`src/rtl/seg7_pkg.sv`:
```
// rtl/seg7_pkg.sv - shared types, segment encodings and helpers for the seven-segment scan driver
package seg7_pkg;

    typedef enum logic [1:0] {
        ST_IDLE   = 2'd0,
        ST_HEX    = 2'd1,
        ST_CONV   = 2'd2,
        ST_COMMIT = 2'd3
    } state_t;

    localparam logic [6:0] SEG_BLANK = 7'b1111111;
    localparam logic [6:0] SEG_DASH  = 7'b0111111;

    // Active-low {g,f,e,d,c,b,a} pattern for one hex digit.
    function automatic logic [6:0] seg_lut(input logic [3:0] d);
        logic [6:0] s;
        case (d)
            4'h0: s = 7'b1000000;
            4'h1: s = 7'b1111001;
            4'h2: s = 7'b0100100;
            4'h3: s = 7'b0110000;
            4'h4: s = 7'b0011001;
            4'h5: s = 7'b0010010;
            4'h6: s = 7'b0000010;
            4'h7: s = 7'b1111000;
            4'h8: s = 7'b0000000;
            4'h9: s = 7'b0010000;
            4'hA: s = 7'b0001000;
            4'hB: s = 7'b0000011;
            4'hC: s = 7'b1000110;
            4'hD: s = 7'b0100001;
            4'hE: s = 7'b0000110;
            default: s = 7'b0001110;
        endcase
        return s;
    endfunction

    function automatic logic [63:0] pow10(input int n);
        logic [63:0] p;
        p = 64'd1;
        for (int i = 0; i < n; i++) begin
            p = p * 64'd10;
        end
        return p;
    endfunction

endpackage

```
`src/rtl/bin2bcd_seq.sv`:
```
// rtl/bin2bcd_seq.sv - sequential double-dabble converter, one input bit per cycle
module bin2bcd_seq #(
    parameter int DATA_W     = 16,
    parameter int NUM_DIGITS = 4
) (
    input  logic                    clk,
    input  logic                    rst,
    input  logic                    start,
    input  logic [DATA_W-1:0]       bin,
    output logic                    done,
    output logic [4*NUM_DIGITS-1:0] bcd
);

    localparam int BCD_W = 4 * NUM_DIGITS;
    localparam int CNT_W = $clog2(DATA_W + 1);

    logic [DATA_W-1:0] bin_q;
    logic [BCD_W-1:0]  bcd_q;
    logic [CNT_W-1:0]  cnt_q;
    logic [BCD_W-1:0]  adj;
    logic [BCD_W-1:0]  bcd_n;

    // Digits that carry out of the top are dropped; the lower digits stay exact.
    always_comb begin
        adj = bcd_q;
        for (int k = 0; k < NUM_DIGITS; k++) begin
            if (adj[4*k +: 4] >= 4'd5) begin
                adj[4*k +: 4] = adj[4*k +: 4] + 4'd3;
            end
        end
        bcd_n = {adj[BCD_W-2:0], bin_q[DATA_W-1]};
    end

    always_ff @(posedge clk or negedge rst) begin
        if (!rst) begin
            bin_q <= '0;
            bcd_q <= '0;
            cnt_q <= '0;
        end else if (start) begin
            bin_q <= bin;
            bcd_q <= '0;
            cnt_q <= CNT_W'(DATA_W);
        end else if (cnt_q != '0) begin
            bin_q <= bin_q << 1;
            bcd_q <= bcd_n;
            cnt_q <= cnt_q - CNT_W'(1);
        end
    end

    // Flags the final shift cycle; bcd holds the full result from the next cycle on.
    assign done = (cnt_q == CNT_W'(1));
    assign bcd  = bcd_q;

endmodule

```
`src/rtl/seg7_scan_driver.sv`:
```
// rtl/seg7_scan_driver.sv - multiplexed seven-segment display driver with hex/decimal conversion
module seg7_scan_driver
    import seg7_pkg::*;
#(
    parameter int NUM_DIGITS  = 4,
    parameter int DATA_W      = 16,
    parameter int REFRESH_DIV = 100000
) (
    input  logic                  clk,
    input  logic                  rst,
    input  logic [DATA_W-1:0]     value,
    input  logic                  dec_mode,
    input  logic                  blank_lz,
    input  logic [NUM_DIGITS-1:0] dp,
    input  logic                  enable,
    output logic [NUM_DIGITS-1:0] anode,
    output logic [6:0]            seg,
    output logic                  dp_out,
    output logic                  busy,
    output logic                  ovf
);

    localparam int CNT_W = $clog2(REFRESH_DIV);
    localparam int IDX_W = (NUM_DIGITS > 1) ? $clog2(NUM_DIGITS) : 1;
    localparam int DIG_W = 4 * NUM_DIGITS;
    localparam int EXT_W = (DATA_W > DIG_W) ? DATA_W : DIG_W;
    localparam logic [63:0] DEC_LIMIT = pow10(NUM_DIGITS);

    generate
        if (REFRESH_DIV < DATA_W + 4) begin : g_bad_refresh_div
            $error("seg7_scan_driver: REFRESH_DIV must be at least DATA_W+4");
        end
    endgenerate

    logic [CNT_W-1:0]      cnt_q;
    logic [IDX_W-1:0]      idx_q;
    logic                  first_q;
    state_t                state_q, state_n;
    logic [DATA_W-1:0]     value_q;
    logic                  dec_q;
    logic [NUM_DIGITS-1:0] dp_snap;
    logic [DIG_W-1:0]      digits_q;
    logic                  ovf_q;
    logic [NUM_DIGITS-1:0] anode_q;
    logic [6:0]            seg_q;
    logic                  dp_out_q;

    logic                  tc, wrap, frame_start;
    logic                  busy_c, snap, conv_start, commit;
    logic                  conv_done;
    logic [DIG_W-1:0]      bcd;
    logic [EXT_W-1:0]      value_ext;

    assign tc          = (cnt_q == CNT_W'(REFRESH_DIV - 1));
    assign wrap        = enable && tc && (idx_q == IDX_W'(NUM_DIGITS - 1));
    assign frame_start = first_q || wrap;
    assign value_ext   = EXT_W'(value_q);

    always_ff @(posedge clk or negedge rst) begin
        if (!rst) begin
            cnt_q   <= '0;
            idx_q   <= '0;
            first_q <= 1'b1;
        end else begin
            first_q <= 1'b0;
            if (enable) begin
                if (tc) begin
                    cnt_q <= '0;
                    idx_q <= wrap ? '0 : idx_q + IDX_W'(1);
                end else begin
                    cnt_q <= cnt_q + CNT_W'(1);
                end
            end
        end
    end

    always_ff @(posedge clk or negedge rst) begin
        if (!rst) begin
            state_q <= ST_IDLE;
        end else begin
            state_q <= state_n;
        end
    end

    always_comb begin
        state_n = state_q;
        case (state_q)
            ST_IDLE:   if (frame_start) state_n = dec_mode ? ST_CONV : ST_HEX;
            ST_HEX:    state_n = ST_COMMIT;
            ST_CONV:   if (conv_done) state_n = ST_COMMIT;
            ST_COMMIT: state_n = ST_IDLE;
            default:   state_n = ST_IDLE;
        endcase
    end

    always_comb begin
        busy_c     = 1'b0;
        snap       = 1'b0;
        conv_start = 1'b0;
        commit     = 1'b0;
        case (state_q)
            ST_IDLE: begin
                snap       = frame_start;
                conv_start = frame_start && dec_mode;
            end
            ST_HEX, ST_CONV: busy_c = 1'b1;
            ST_COMMIT:       commit = 1'b1;
            default: ;
        endcase
    end

    // The converter loads the live value on the same edge the snapshot is taken.
    bin2bcd_seq #(
        .DATA_W     (DATA_W),
        .NUM_DIGITS (NUM_DIGITS)
    ) u_bin2bcd (
        .clk   (clk),
        .rst   (rst),
        .start (conv_start),
        .bin   (value),
        .done  (conv_done),
        .bcd   (bcd)
    );

    always_ff @(posedge clk or negedge rst) begin
        if (!rst) begin
            value_q  <= '0;
            dec_q    <= 1'b0;
            dp_snap  <= '0;
            digits_q <= '0;
            ovf_q    <= 1'b0;
        end else begin
            if (snap) begin
                value_q <= value;
                dec_q   <= dec_mode;
                dp_snap <= dp;
            end
            if (commit) begin
                if (dec_q) begin
                    digits_q <= bcd;
                    ovf_q    <= (64'(value_q) >= DEC_LIMIT);
                end else begin
                    digits_q <= value_ext[DIG_W-1:0];
                    ovf_q    <= ((value_ext >> DIG_W) != '0);
                end
            end
        end
    end

    logic [3:0]            act_digit;
    logic                  lead_zero;
    logic [6:0]            seg_c;
    logic [NUM_DIGITS-1:0] anode_c;
    logic                  dp_c;

    always_comb begin
        act_digit = digits_q[{idx_q, 2'b00} +: 4];
        lead_zero = blank_lz && (idx_q != '0) && ((digits_q >> {idx_q, 2'b00}) == '0);
        if (ovf_q) begin
            seg_c = SEG_DASH;
        end else if (lead_zero) begin
            seg_c = SEG_BLANK;
        end else begin
            seg_c = seg_lut(act_digit);
        end
        anode_c = ~(NUM_DIGITS'(1) << idx_q);
        dp_c    = ~dp_snap[idx_q];
    end

    always_ff @(posedge clk or negedge rst) begin
        if (!rst) begin
            anode_q  <= '1;
            seg_q    <= SEG_BLANK;
            dp_out_q <= 1'b1;
        end else if (!enable) begin
            anode_q  <= '1;
            seg_q    <= SEG_BLANK;
            dp_out_q <= 1'b1;
        end else begin
            anode_q  <= anode_c;
            seg_q    <= seg_c;
            dp_out_q <= dp_c;
        end
    end

    assign anode  = anode_q;
    assign seg    = seg_q;
    assign dp_out = dp_out_q;
    assign busy   = busy_c;
    assign ovf    = ovf_q;

endmodule

```
`config.mk`:
```
export PLATFORM = sky130hd
export DESIGN_NAME = seg7_scan_driver
export DESIGN_NICKNAME = d
export VERILOG_FILES = /design/src/rtl/seg7_pkg.sv /design/src/rtl/bin2bcd_seq.sv /design/src/rtl/seg7_scan_driver.sv
export SDC_FILE = /design/constraint.sdc
export NUM_CORES = 1
export LEC_CHECK = 0
export BUFFER_PORTS_ARGS = -buffer_cell sky130_fd_sc_hd__buf_2
export CAP_MARGIN = 5
export CORE_MARGIN = 3
export CORE_UTILIZATION = 65
export CTS_CLUSTER_DIAMETER = 120
export DETAILED_ROUTE_END_ITERATION = 10
export PLACE_DENSITY = 0.85
export SLEW_MARGIN = 10
export SYNTH_ARGS = -nofsm -noshare
export SYNTH_HDL_FRONTEND = slang
export SYNTH_SLANG_ARGS = --single-unit
```
`constraint.sdc`:
```
create_clock -name clk -period 5.8 [get_ports clk]
set_clock_uncertainty 0.05 [all_clocks]
set_input_delay 1.16 -clock clk [delete_from_list [all_inputs] [get_ports clk]]
set_output_delay 1.16 -clock clk [all_outputs]
set_load 0.05 [all_outputs]
```
==> results of run 1 <==
## cell type report
class	count	area, um^2
Sequential cell	109	2740
Multi-Input combinational cell	367	2540
Fill cell	560	2050
Timing Repair Buffer	42	223
Clock buffer	11	131
Tap cell	102	128
Inverter	26	97.6
Clock inverter	4	50.0
## logic make-up after synthesis
logic type	after synthesis
AOI/OAI and AO/OA	98
xor gates and xnor gates	23
adders and majority gates	25
buffers and inverters	53
DFF	109
muxes	61
other	1
and+or+nand+nor	159
## sequential cells by signal, summed over array words and instances, names as in the netlist
name,flops
u_bin2bcd.cnt_q,5
digits_q,16
seg,7
u_bin2bcd.bin_q,16
cnt_q,17
value_ext,16
dec_q,1
dp_snap,4
first_q,1
anode,4
state_q,2
u_bin2bcd.bcd,16
dp_out,1
ovf,1
idx_q,2
## routing by layer
layer  GRT usage (%)  part of all wire (%)  wire length, um
met5               0                     0                0
met1            34.6                    43             4930
met2            41.4                    51             5800
met3            4.07                   4.4              508
met4            7.35                   1.6              179
## layout by cell type, fill, tap and decap left out, drive strengths merged, types with 2 or more instances in the layout
cell and count:
dfrtp 96, nor2 52, buf 42, a21oi 41, nand2 37, mux2i 36
o21ai 35, inv 26, nand3 26, ha 25, mux2 20, xnor2 14
dfstp 13, clkbuf 11, xor2 9, nor3 8, nand2b 7, and2 7
mux4 5, nor4 4, or3 4, o211ai 3, nand4 3, or2 2
o311ai 2, a211oi 2, o221ai 2, or4b 2, a21o 2, clkinvlp 2
or4 2
## worst reg2reg max path: cells and delay by family (launching register included)
kind | cells | cell delay (ns)
simple gates | 3 | 1.56
buf+inv | 1 | 0.26
flops | 1 | 0.44
compound gates | 1 | 0.44
mux | 1 | 0.52
## per-stage QoR
stage          cell area, um^2  setup WS [ns]  instances  utilization (%)
2_1_floorplan             5500           2.95        529                -
3_3_place_gp              5730           1.58        646             72.0
3_5_place_dp              5730           1.45        646             72.0
4_1_cts                   5910           1.85        661             74.2
5_1_grt                   5920           1.94        661             74.2
6_report                  5920           2.11        661             74.2
## power by group
group | leakage [uW] | total (uW) | switching (uW) | internal (uW)
clock | 0.0000854 | 447 | 250 | 197
combinational | 0.00132 | 1270 | 724 | 550
sequential | 0.00132 | 1360 | 280 | 1080
## how the worst min path moves through the flow
stage                        startpoint  slack, ns                       end
4_1_cts            cnt_q[8]$_DFFE_PN0P_       0.45      cnt_q[8]$_DFFE_PN0P_
5_1_grt        value_ext[1]$_DFFE_PN0P_       0.48  value_ext[1]$_DFFE_PN0P_
2_1_floorplan      cnt_q[8]$_DFFE_PN0P_       0.41      cnt_q[8]$_DFFE_PN0P_
6_report           cnt_q[8]$_DFFE_PN0P_       0.44      cnt_q[8]$_DFFE_PN0P_
3_5_place_dp       cnt_q[8]$_DFFE_PN0P_       0.43      cnt_q[8]$_DFFE_PN0P_
3_3_place_gp       cnt_q[8]$_DFFE_PN0P_       0.42      cnt_q[8]$_DFFE_PN0P_
==> reports/qor.json, run 1 <==
{
  "status": {"value": "completed"},
  "hold_violations": {"value": 0},
  "worstPathMaxFanout": {"value": 21},
  "hpwl": {"value": 8.03, "unit": "mm"},
  "synthesis.area": {"value": 5500, "unit": "um^2"},
  "synth_enable_flop_cells": {"value": 0},
  "dieWidth": {"value": 98.0, "unit": "um"},
  "track_usage": {"value": 25.1, "unit": "%"},
  "whs": {"value": 0.444, "unit": "ns"},
  "yosys.area_share.simple": {"value": 13.7, "unit": "%"},
  "drt_wl_total": {"value": 11.4, "unit": "mm"},
  "required": {"value": 6.00, "unit": "ns"},
  "first_pass_grt_wire_length": {"value": 19.6, "unit": "mm"},
  "via_per_inst": {"value": 6.04},
  "ys_types": {"value": 49},
  "gpl.final_weighted_congestion": {"value": 0.791},
  "maxCapViolCount": {"value": 0},
  "reg2reg_depth": {"value": 6},
  "drt-initial-drc-count": {"value": 303},
  "regToRegEndpoint": {"value": "value_ext[13]$_DFFE_PN0P_"},
  "final_critical_path_required_period": {"value": 3.69, "unit": "ns"},
  "vdd_drop_max": {"value": 0.000300, "unit": "V"},
  "rows": {"value": 32},
  "grt-ovfl-total": {"value": 0},
  "cts_made_buffers": {"value": 9},
  "worstSetupStartpoint": {"value": "enable"},
  "floorplan.core_area": {"value": 7970, "unit": "um^2"},
  "cts_setup_buffers": {"value": 0},
  "pwr_density_cell": {"value": 521, "unit": "nW/um^2"},
  "setup_total_negative_slack": {"value": 0, "unit": "ns"},
  "design.final.nets": {"value": 605},
  "h_tree_depth": {"value": 3},
  "synth-compound-area-share": {"value": 10.4, "unit": "%"},
  "worst_r2r_start": {"value": "cnt_q[12]$_DFFE_PN0P_"},
  "layout_worst_path_cycle_share": {"value": 63.6, "unit": "%"},
  "share_of_flip_flops_with_an_asynchronous_set_or_reset": {"value": 100, "unit": "%"},
  "endpoint": {"value": "value_ext[13]$_DFFE_PN0P_"},
  "final_layout_size_suffix_gt1_share": {"value": 17.5, "unit": "%"},
  "hp-class": {"value": "flip-flop to flip-flop"},
  "yosys-top-cells-area": {"value": "dfrtp_1 44%, mux2i_1 6.6%, dfstp_2 6.2%"},
  "dieHeight": {"value": 98.0, "unit": "um"},
  "synth_top_family_by_area": {"value": "simple AND/OR/NAND/NOR gates"},
  "adder_cell_fraction_of_synth_area": {"value": 5.69, "unit": "%"},
  "setup.worst_path.end_class": {"value": "flip-flop"},
  "synthMuxAreaShare": {"value": 12.7, "unit": "%"},
  "timing.critical_path.max_delay_family": {"value": "simple AND/OR/NAND/NOR gates"},
  "cts.reportedPaths.clkPinSlew": {"value": 0.09, "unit": "ns"},
  "crit_path_max_incr_delay": {"value": 0.57, "unit": "ns"},
  "route.detailed.wl_per_inst": {"value": 17.3, "unit": "um"},
  "vias": {"value": 3990},
  "drc": {"value": 0},
  "worstPathArrival": {"value": 3.88, "unit": "ns"},
  "critical_path_cell_count": {"value": 7},
  "numPortBuffers": {"value": 38},
  "initial_utilization": {"value": 69.0, "unit": "%"},
  "timing_max_transition_violations_final": {"value": 0},
  "antenna_found_initial": {"value": 0},
  "synthesis.instances": {"value": 529},
  "netlist_top_cells_count": {"value": "96 x dfrtp_1, 52 x nor2_1, 41 x a21oi_1"},
  "register_to_register_setup_slack": {"value": 2.41, "unit": "ns"},
  "cts_num_sinks": {"value": 109},
  "final-setup-viol-count": {"value": 0},
  "antenna_left": {"value": 0},
  "insertedDiodeCount": {"value": 0},
  "clock_tree.root_cell": {"value": "clkbuf_8"},
  "whs_path_depth": {"value": 1},
  "maxClockFrequency": {"value": 271, "unit": "MHz"},
  "clock_path_buffers": {"value": 2},
  "synthXorXnorAreaFrac": {"value": 3.66, "unit": "%"},
  "tritoncts": {"value": "done"},
  "first_global_vias": {"value": 4062},
  "io-pin-count": {"value": 39},
  "pin_count_of_the_biggest_net_entering_global_routing": {"value": 70},
  "die_area": {"value": 9600, "unit": "um^2"},
  "timing_worst_setup_path_type": {"value": "input pin to flip-flop"},
  "post-synth-top-area-fraction": {"value": 43.7, "unit": "%"},
  "cts.hold.buffers_added": {"value": 0},
  "flow.area_growth_from_synthesis": {"value": 7.58, "unit": "%"},
  "postCtsResizedCells": {"value": 0},
  "firstDrtPassIters": {"value": 5},
  "ys_seq_area_share": {"value": 49.9, "unit": "%"},
  "crit_buf_inv": {"value": 2},
  "yosys_most_used_dff": {"value": "dfrtp_1"},
  "most_repeated_cell_in_the_gate_level_netlist_after_synthesis": {"value": "dfrtp_1"},
  "avgSynthCellArea": {"value": 10.4, "unit": "um^2"},
  "power": {"value": 3080, "unit": "uW"},
  "crit_chain": {"value": "buf_2, nand4_1, or3_1, o31ai_4, buf_4, nand2_1, mux2_2"},
  "worstSkewPairLatency": {"value": 0.37, "unit": "ns"},
  "critPathSlowestCell": {"value": "nand2_1"},
  "ys_seq_elements": {"value": 109},
  "unrepaired_setup_endpoints_after_global_routing": {"value": "false"},
  "leakage_power_total": {"value": 0.00273, "unit": "uW"},
  "synth.net_count": {"value": 579},
  "tightestPinTransition": {"value": 0.954, "unit": "ns"},
  "netlist.top_cell.by_area": {"value": "dfrtp_1"},
  "slew_headroom": {"value": 36.2, "unit": "%"},
  "ys_warn_count": {"value": 0},
  "setup.worst_path.start_class": {"value": "input pin"}
}
Note: power is estimated with default switching activity, not from simulation.
==> run 2: changes to the inputs <==
--- a/config.mk
+++ b/config.mk
@@ -5,13 +5,14 @@
 export SDC_FILE = /design/constraint.sdc
 export NUM_CORES = 1
 export LEC_CHECK = 0
+export ABC_AREA = 1
 export BUFFER_PORTS_ARGS = -buffer_cell sky130_fd_sc_hd__buf_2
 export CAP_MARGIN = 5
 export CORE_MARGIN = 3
-export CORE_UTILIZATION = 65
+export CORE_UTILIZATION = 55
 export CTS_CLUSTER_DIAMETER = 120
 export DETAILED_ROUTE_END_ITERATION = 10
-export PLACE_DENSITY = 0.85
+export PLACE_DENSITY = 0.76
 export SLEW_MARGIN = 10
 export SYNTH_ARGS = -nofsm -noshare
 export SYNTH_HDL_FRONTEND = slang
==> constraint.sdc (replaced) <==
create_clock -name clk -period 3.3 [get_ports clk]
set_clock_uncertainty 0.05 [all_clocks]
set_input_delay 0.66 -clock clk [delete_from_list [all_inputs] [get_ports clk]]
set_output_delay 0.66 -clock clk [all_outputs]
set_load 0.05 [all_outputs]
==> run 2 against run 1 <==
Effect of this change:
- hold slack lost 0.15 ns
- final cell count up 39%
- register-to-register slack worse by 1.7 ns
- non-clock buffer count grew 3
- wire length increased by 9.9%
- sequential share of layout area shrank 3.6 points
- synthesized cell count rose by 43%
- count of clock-buffer cells in the layout increased by 4
- area after synthesis increased by 8.6%
- combinational power rose by 91%
- core utilization decreased by 13 points
- final area increased by 8.4%
==> reports/qor.json, run 2 <==
{
  "status": {"value": "completed"},
  "hpwl": {"value": 9.11, "unit": "mm"},
  "final_cell_mix": {"value": "147 x nand2_1, 96 x dfrtp_1, 93 x nand3_1, 92 x inv_1, 65 x nor2_1"},
  "pwr_density_cell": {"value": 857, "unit": "nW/um^2"},
  "yosys-top-cells-area": {"value": "dfrtp_1 40%, nand2_1 9.2%, nand3_1 7.8%"},
  "setup_total_negative_slack": {"value": 0, "unit": "ns"},
  "ys_warn_count": {"value": 0},
  "tritoncts": {"value": "done"},
  "maxClockFrequency": {"value": 393, "unit": "MHz"},
  "drt_wl_total": {"value": 12.5, "unit": "mm"},
  "dieWidth": {"value": 110, "unit": "um"},
  "avgSynthCellArea": {"value": 7.90, "unit": "um^2"},
  "number_of_filler_instances_in_the_final_layout": {"value": 957},
  "vdd_drop_max": {"value": 0.000656, "unit": "V"},
  "ys_seq_area_share": {"value": 46.0, "unit": "%"},
  "tightestPinTransition": {"value": 0.946, "unit": "ns"},
  "first_global_vias": {"value": 4544},
  "first_pass_grt_wire_length": {"value": 20.9, "unit": "mm"},
  "worstSkewPairLatency": {"value": 0.37, "unit": "ns"},
  "multiInputGateArea": {"value": 2700, "unit": "um^2"},
  "synth_enable_flop_cells": {"value": 0},
  "netlist_top_cells_count": {"value": "147 x nand2_1, 96 x dfrtp_1, 93 x nand3_1"},
  "largest_register_ffs": {"value": 17},
  "most_repeated_cell_in_the_gate_level_netlist_after_synthesis": {"value": "nand2_1"},
  "rows": {"value": 37},
  "ys_seq_elements": {"value": 109},
  "cts.reportedPaths.clkPinSlew": {"value": 0.09, "unit": "ns"},
  "postCtsResizedCells": {"value": 0},
  "pin_count_of_the_biggest_net_entering_global_routing": {"value": 59},
  "vias": {"value": 4898},
  "cts.hold.buffers_added": {"value": 0},
  "worst_r2r_start": {"value": "idx_q[0]$_DFFE_PN0P_"},
  "dieHeight": {"value": 110, "unit": "um"},
  "antenna_left": {"value": 0},
  "regToRegEndpoint": {"value": "seg[3]$_DFF_PN1_"},
  "drt-initial-drc-count": {"value": 384},
  "route.detailed.wl_per_inst": {"value": 13.6, "unit": "um"},
  "numPortBuffers": {"value": 38},
  "largest-register": {"value": "cnt_q"},
  "final-setup-viol-count": {"value": 0},
  "post-synth-top-area-fraction": {"value": 40.2, "unit": "%"},
  "register_to_register_setup_slack": {"value": 0.76, "unit": "ns"},
  "io-pin-count": {"value": 39},
  "floorplan.core_area": {"value": 10500, "unit": "um^2"},
  "crit_path_max_incr_delay": {"value": 0.70, "unit": "ns"},
  "share_of_flip_flops_with_an_asynchronous_set_or_reset": {"value": 100, "unit": "%"},
  "yosys_most_used_dff": {"value": "dfrtp_1"},
  "worstPathArrival": {"value": 2.80, "unit": "ns"},
  "cts_num_sinks": {"value": 109},
  "synth.net_count": {"value": 806},
  "die_area": {"value": 12100, "unit": "um^2"},
  "final_critical_path_required_period": {"value": 2.54, "unit": "ns"},
  "firstDrtPassIters": {"value": 6},
  "worstPathMaxFanout": {"value": 22},
  "leakage_power_total": {"value": 0.00317, "unit": "uW"},
  "maxCapViolCount": {"value": 0},
  "timing_max_transition_violations_final": {"value": 0},
  "synthesis.area": {"value": 5970, "unit": "um^2"},
  "hold_violations": {"value": 0},
  "hp-class": {"value": "input pin to async pin"},
  "final_common_cell": {"value": "nand2_1"},
  "flow.area_growth_from_synthesis": {"value": 7.44, "unit": "%"},
  "ys_types": {"value": 37},
  "required": {"value": 3.56, "unit": "ns"},
  "via_per_inst": {"value": 5.31},
  "antenna_found_initial": {"value": 0},
  "worstSetupStartpoint": {"value": "idx_q[0]$_DFFE_PN0P_"},
  "timing.critical_path.max_delay_family": {"value": "compound AO/OA/AOI/OAI gates"},
  "slew_headroom": {"value": 36.9, "unit": "%"},
  "crit_chain": {"value": "o21ai_0, o21ai_0, ha_1, inv_1, nor2_1, nand4_1, a21oi_1, a21oi_1, nand3_1"},
  "cts_setup_buffers": {"value": 0},
  "timing_worst_setup_path_type": {"value": "flip-flop to flip-flop"},
  "final_layout_size_suffix_gt1_share": {"value": 12.7, "unit": "%"},
  "clock_path_buffers": {"value": 2},
  "netlist.top_cell.by_area": {"value": "dfrtp_1"},
  "setup.worst_path.start_class": {"value": "flip-flop"},
  "insertedDiodeCount": {"value": 0},
  "detailed_place.area": {"value": 6240, "unit": "um^2"},
  "crit_buf_inv": {"value": 1},
  "seq_area": {"value": 2740, "unit": "um^2"},
  "synthesis.instances": {"value": 756},
  "drc": {"value": 0},
  "grt-ovfl-total": {"value": 0},
  "cts_made_buffers": {"value": 9},
  "gpl.final_weighted_congestion": {"value": 0.958},
  "design.final.nets": {"value": 831},
  "track_usage": {"value": 21.8, "unit": "%"},
  "setup.worst_path.end_class": {"value": "flip-flop"},
  "h_tree_depth": {"value": 3},
  "clock_tree.root_cell": {"value": "clkbuf_8"},
  "critPathSlowestCell": {"value": "dfrtp_1"},
  "unrepaired_setup_endpoints_after_global_routing": {"value": "false"},
  "initial_utilization": {"value": 57.1, "unit": "%"},
  "final_area": {"value": 6410, "unit": "um^2"},
  "layout_worst_path_cycle_share": {"value": 77.1, "unit": "%"},
  "reg2reg_depth": {"value": 9}
}
run 2: logic make-up (layout without fill, tap and decap cells):
| kind of cell | Yosys count | after routing | synth area share [%] |
|---|---|---|---|
| flip-flops | 109 | 109 | 46.0 |
| XOR/XNOR | 13 | 13 | 1.91 |
| buffers and inverters | 129 | 159 | 8.80 |
| AND/OR/NAND/NOR | 368 | 368 | 27.7 |
| AO/OA/AOI/OAI | 111 | 111 | 10.3 |
| other | 1 | 1 | 0.0628 |
| adder cells (fa/ha/maj) | 25 | 25 | 5.24 |
run 2: layout make-up:
type,instances,share of cell area [%]
Sequential cell,109,42.8
Tap cell,136,2.65
Clock inverter,1,0.117
Multi-Input combinational cell,518,42.1
Inverter,98,5.73
Timing Repair Buffer,45,4.02
Clock buffer,15,2.59
run 2: layer usage:
layer,up-vias,track usage [%],wire length (um)
li1,2497,-,-
met1,2283,29.4,5790
met2,101,35.7,6090
met3,17,4.08,426
met4,0,7.21,237
met5,-,0,0
run 2: per-stage QoR:
step | power [uW] | cells | utilization, % | hold slack (ns) | worst slack [ns]
floorplan | 4210 | 756 | - | 0.314 | 1.30
global placement | 4650 | 906 | 59.7 | 0.422 | 0.981
detailed placement | 4770 | 906 | 59.7 | 0.422 | 0.802
CTS | 5520 | 922 | 61.3 | 0.321 | 0.764
global route | 6000 | 922 | 61.3 | 0.338 | 0.458
finish | 5500 | 922 | 61.3 | 0.294 | 0.755
run 2: worst max-delay path by stage:
stage | endpoint | slack [ns] | depth (start not counted)
after detailed placement | seg[3]$_DFF_PN1_ | 0.80 | 9
after global placement | seg[1]$_DFF_PN1_ | 0.98 | 9
after floorplan | seg[0]$_DFF_PN1_ | 1.30 | 12
after global routing | seg[0]$_DFF_PN1_ | 0.46 | 9
final | seg[3]$_DFF_PN1_ | 0.76 | 9
after CTS | seg[3]$_DFF_PN1_ | 0.76 | 9
run 2: power breakdown:
part           total, uW  switching, uW  internal (uW)
logic               2430           1570            855
clock network        749            431            318
registers           2320            422           1900
total               5500           2430           3070
run 2: worst register-to-register path, delay by kind of cell, from the launching register on:
family / cells / cell delay (ns)
and+or+nand+nor: 3 / 0.30
DFF: 1 / 0.70
buffers and inverters: 1 / 0.06
AOI/OAI and AO/OA: 4 / 1.11
adders and majority gates: 1 / 0.27
